**src/rtl/smash_rate_meter_pkg.sv**
```systemverilog
// Shared state encoding and default sizing for the smash rate meter and its
// display/score neighbours.
package smash_rate_meter_pkg;

  typedef enum logic [1:0] {
    ST_IDLE  = 2'd0,
    ST_ARMED = 2'd1,
    ST_RUN   = 2'd2,
    ST_DONE  = 2'd3
  } state_t;

  localparam int DEF_WINDOW_CYCLES = 1000;
  localparam int DEF_CNT_W         = 8;

endpackage

```
**src/rtl/smash_window_timer.sv**
```systemverilog
// Window timer for the smash rate meter: clearable up-counter that holds at the
// last window cycle instead of wrapping, and flags that cycle as expire.
module smash_window_timer
  import smash_rate_meter_pkg::*;
#(
  parameter int WINDOW_CYCLES = DEF_WINDOW_CYCLES
) (
  input  logic clk,
  input  logic rst,
  input  logic clear,
  input  logic enable,
  output logic expire
);

  localparam int TMR_W = (WINDOW_CYCLES > 1) ? $clog2(WINDOW_CYCLES) : 1;
  localparam logic [TMR_W-1:0] LAST = TMR_W'(WINDOW_CYCLES - 1);

  logic [TMR_W-1:0] timer;

  always_ff @(posedge clk or negedge rst) begin
    if (!rst) begin
      timer <= '0;
    end else if (clear) begin
      timer <= '0;
    end else if (enable && (timer != LAST)) begin
      timer <= timer + 1'b1;
    end
  end

  assign expire = (timer == LAST);

endmodule

```
**src/rtl/smash_rate_meter.sv**
```systemverilog
// Scores smash-detector press pulses over a timed window opened by the first press.
// Optional best-score register enabled by defining SMASH_BEST_SCORE_EN.
module smash_rate_meter
  import smash_rate_meter_pkg::*;
#(
  parameter int WINDOW_CYCLES = DEF_WINDOW_CYCLES,
  parameter int CNT_W         = DEF_CNT_W
) (
  input  logic             clk,
  input  logic             rst,
  input  logic             start,
  input  logic             press,
  output logic             busy,
  output logic [CNT_W-1:0] count,
  output logic [CNT_W-1:0] result,
  output logic             done,
  output logic [CNT_W-1:0] best
);

  state_t           state, state_nxt;
  logic             tmr_clear, tmr_en, expire;
  logic [CNT_W-1:0] count_nxt;

  function automatic logic [CNT_W-1:0] sat_inc(input logic [CNT_W-1:0] v);
    return (v == '1) ? v : v + 1'b1;
  endfunction

  // The timer value equals the window cycle index: it is 0 on the first-press
  // cycle in ARMED and steps along with that press into RUN.
  smash_window_timer #(
    .WINDOW_CYCLES(WINDOW_CYCLES)
  ) u_timer (
    .clk   (clk),
    .rst   (rst),
    .clear (tmr_clear),
    .enable(tmr_en),
    .expire(expire)
  );

  always_ff @(posedge clk or negedge rst) begin
    if (!rst) state <= ST_IDLE;
    else      state <= state_nxt;
  end

  always_comb begin
    state_nxt = state;
    tmr_clear = 1'b0;
    tmr_en    = 1'b0;
    count_nxt = count;
    case (state)
      ST_IDLE: begin
        tmr_clear = 1'b1;
        if (start) begin
          state_nxt = ST_ARMED;
          count_nxt = '0;
        end
      end
      ST_ARMED: begin
        if (press) begin
          state_nxt = ST_RUN;
          tmr_en    = 1'b1;
          count_nxt = CNT_W'(1);
        end else begin
          tmr_clear = 1'b1;
        end
      end
      ST_RUN: begin
        tmr_en = 1'b1;
        if (press) count_nxt = sat_inc(count);
        if (expire) state_nxt = ST_DONE;
      end
      ST_DONE: begin
        tmr_clear = 1'b1;
        state_nxt = ST_IDLE;
      end
      default: state_nxt = ST_IDLE;
    endcase
  end

  // result is captured on the way into DONE so it is valid alongside done.
  always_ff @(posedge clk or negedge rst) begin
    if (!rst) begin
      count  <= '0;
      result <= '0;
    end else begin
      count <= count_nxt;
      if ((state == ST_RUN) && expire) result <= count_nxt;
    end
  end

`ifdef SMASH_BEST_SCORE_EN
  always_ff @(posedge clk or negedge rst) begin
    if (!rst) begin
      best <= '0;
    end else if ((state == ST_DONE) && (count > best)) begin
      best <= count;
    end
  end
`else
  assign best = '0;
`endif

  assign busy = (state == ST_ARMED) || (state == ST_RUN);
  assign done = (state == ST_DONE);

endmodule

```
**config.mk**
```make
export PLATFORM = sky130hd
export DESIGN_NAME = smash_rate_meter
export DESIGN_NICKNAME = d
export VERILOG_FILES = /design/src/rtl/smash_rate_meter_pkg.sv /design/src/rtl/smash_window_timer.sv /design/src/rtl/smash_rate_meter.sv
export SDC_FILE = /design/constraint.sdc
export NUM_CORES = 1
export LEC_CHECK = 0
export ABC_AREA = 1
export BUFFER_PORTS_ARGS = -buffer_cell sky130_fd_sc_hd__buf_2
export CELL_PAD_IN_SITES_DETAIL_PLACEMENT = 1
export CELL_PAD_IN_SITES_GLOBAL_PLACEMENT = 2
export CORE_MARGIN = 5
export CORE_UTILIZATION = 32
export CTS_CLUSTER_SIZE = 25
export DETAILED_ROUTE_END_ITERATION = 7
export PLACE_DENSITY_LB_ADDON = 0.1
export SLEW_MARGIN = 25
export SYNTH_ARGS = -nofsm -noshare
export SYNTH_HDL_FRONTEND = slang
export SYNTH_SLANG_ARGS = --single-unit
```
**constraint.sdc**
```tcl
create_clock -name clk -period 1.9 [get_ports clk]
set_input_delay 0.38 -clock clk [delete_from_list [all_inputs] [get_ports clk]]
set_output_delay 0.38 -clock clk [all_outputs]
set_load 0.01 [all_outputs]
```
==> flow_metrics.py <==
metrics = {
    "setup_path": {
        "critPathMaxFanout": 9,
        "required_ns": 2.07,
        "worstPathArrival_ns": 1.86,
        "cp_common_cell": "nand2_1",
        "timing_worst_setup_path_type": "reg2reg",
        "slowest_stage": "dfrtp_1",
        "critPathMaxStageDelay_ns": 0.49,
        "endpoint_kind": "flip-flop",
        "crit_buf_inv": 0,
        "worstPathCellList": "ha_1 > nand2_2 > nor2_4 > nand2_4 > nand2_4 > nand2_1 > nand3_1 > nand2_1 > nand2_1 > nand2_2 > nand2_1 > nand2_1",
        "critPathTopFamily": "simple AND/OR/NAND/NOR gates",
        "cp-start-kind": "flip-flop",
    },
    "global_route": {
        "grt_pass1_vias": 1656,
        "antenna_found_initial": 0,
        "grt_max_degree": 29,
        "grt_pass1_wl_um": 8020,
        "grt_usage_pct": 13.6,
        "grt-ovfl-total": 0,
    },
    "clock_network": {
        "cts.sinks": 28,
        "htree_levels": 1,
        "clk_path_buf_depth": 2,
        "cts-root-buf": "clkbuf_8",
        "hold_buffers": 0,
        "path_clk_slew_ns": 0.09,
        "clkLatencyLatePin_ns": 0.27,
        "cts_setup_buffers": 0,
        "cts_tree": "built",
        "cts-resized-gates": 0,
        "numCtsBuffers": 3,
    },
    "finish": {
        "fin_util_pct": 37.2,
        "drive_above_1_share_pct": 23.5,
        "stdcell_area_um2": 2030,
        "syn2layout_area_growth_pct": 14.1,
        "nets": 275,
        "n_antenna_cell": 0,
    },
    "sta": {
        "finalWorstSetupSlack_ns": 0.209,
        "tightest_slew_ns": 0.614,
        "fin_crit_sh_pct": 89.0,
        "setup_tns_ns": 0,
        "finalCriticalPeriod_ns": 1.69,
        "hold_violations": 0,
        "rsz0062_at_grt": "false",
        "relSlewSlack_pct": 59.1,
        "finalSetupViolCount": 0,
        "maxSlewViolCount": 0,
        "fin_skew_ns": 0.00340,
        "clock.fmax_mhz": 591,
    },
    "power": {
        "total_power_mw": 2.25,
        "powerDensity_nw_per_um2": 1110,
        "vdd_ir_drop_max_uv": 433,
        "leakage_nw": 1.05,
    },
    "floorplanning": {
        "dieArea_um2": 7160,
        "chipWidth_um": 84.6,
        "fp-row-count": 27,
        "start_util_pct": 32.6,
        "die_h_um": 84.6,
        "num_io_pins": 30,
        "core_region_area_um2": 5470,
    },
    "detailed_routing": {
        "firstDrtPassIters": 4,
        "postRouteAntennaNets": 0,
        "drtIter0Drc": 41,
        "drt_wl_total_um": 4510,
        "num_vias": 1549,
        "drc": 0,
        "avgRoutedWirePerCell_um": 13.4,
        "viasPerCell": 4.61,
    },
    "synth": {
        "synth_area_per_cell_um2": 7.55,
        "synth_top_flop_cell": "dfrtp_1",
        "yosysTopAreaCellShare_pct": 39.3,
        "yosys_warnings": 0,
        "ys_seq_elements": 28,
        "synthCells": 236,
        "netlist-cell-type-count": 28,
        "synth_edf_count": 0,
        "synth_common_cells": "79 x nand2_1, 28 x dfrtp_1, 21 x nand3_1",
        "yosysMostFrequentCell": "nand2_1",
        "synth-async-reset-ratio_pct": 100,
        "yosys.area.top_type": "dfrtp_1",
        "yosysSeqAreaShare_pct": 39.3,
        "syn_area_um2": 1780,
        "netlist_top_cells_area": "dfrtp_1 39%, nand2_1 17%, nand3_1 5.9%",
    },
    "placed_design": {
        "place.port_buffers": 21,
        "place_hpwl_um": 3750,
        "placed_area_um2": 1980,
        "pre_cts_slack_ns": 0.211,
        "gp_congestion": 0.732,
    },
    "outcome": {
        "status": "finished clean",
    },
    "worst_hold_path": {
        "hp-class": "in2async",
    },
    "run": {
        "drv_cap": 0,
    },
}
-- layer usage --
layer / vias up / global-route usage (%) / wire [um]
met1: 730 / 19.3 / 2270
met5: - / 0 / 0
met2: 24 / 21.6 / 2050
met4: 0 / 3.02 / 48
met3: 5 / 2.26 / 150
li1: 790 / - / -
-- metrics by stage --
step	instances	hold WS, ns
after floorplan	243	0.0844
after global placement	332	0.436
after detailed placement	332	0.440
after CTS	336	0.134
after global routing	336	0.152
final	336	0.108
-- power by group --
part / internal [mW] / switching [mW]
Sequential: 0.675 / 0.0964
Combinational: 0.362 / 0.746
Clock: 0.185 / 0.182
Total: 1.22 / 1.02
-- cell type report --
type,count,area (um^2)
Multi-Input combinational cell,178,933
Fill cell,724,3440
Timing Repair Buffer,27,150
Clock buffer,4,55.1
Inverter,27,104
Tap cell,72,90.1
Sequential cell,28,701
-- layout by cell type, fill, tap and decap left out, types with 5 or more instances in the layout --
cell      n
inv_2     9
ha_1      6
conb_1    8
a21oi_1   5
buf_2    21
nand3_1  21
xor2_1    5
o21ai_1   9
nand2_1  79
dfrtp_1  28
nor2_1    9
inv_1    17
nand2_2   7
buf_4     6
-- worst reg2reg max path, delay by kind of cell (launching register included) --
kind | cells | cell delay [ns]
simple gates | 11 | 0.85
flops | 1 | 0.49
fa+ha+maj | 1 | 0.25
-- worst paths after layout --
| kind | from | to | slack (ns) | depth (start not counted) |
|---|---|---|---|---|
| worst min-delay path | rst | u_timer.timer[4] | 0.11 | 1 |
| min in group clk | result[4] | result[4] | 0.49 | 2 |
| worst min register to register | result[4] | result[4] | 0.49 | 2 |
| worst max register to register | count[0] | result[0] | 0.21 | 12 |
| worst max-delay path | count[0] | result[0] | 0.21 | 12 |
| max in group asynchronous | rst | u_timer.timer[2] | 1.39 | 1 |
-- kinds of logic after synthesis --
group | after synthesis | synth area share (%)
compound gates | 22 | 7.02
xor+xnor | 8 | 3.93
fa+ha+maj | 6 | 4.21
buf+inv | 37 | 9.76
flops | 28 | 39.3
other cells | 1 | 0.210
simple gates | 134 | 35.5
-- flip-flops by register name, summed over array words and instances (netlist names) --
name and cells:
count 8, state 2, result 8, u_timer.timer 10
(Power assumes the default switching activity.)
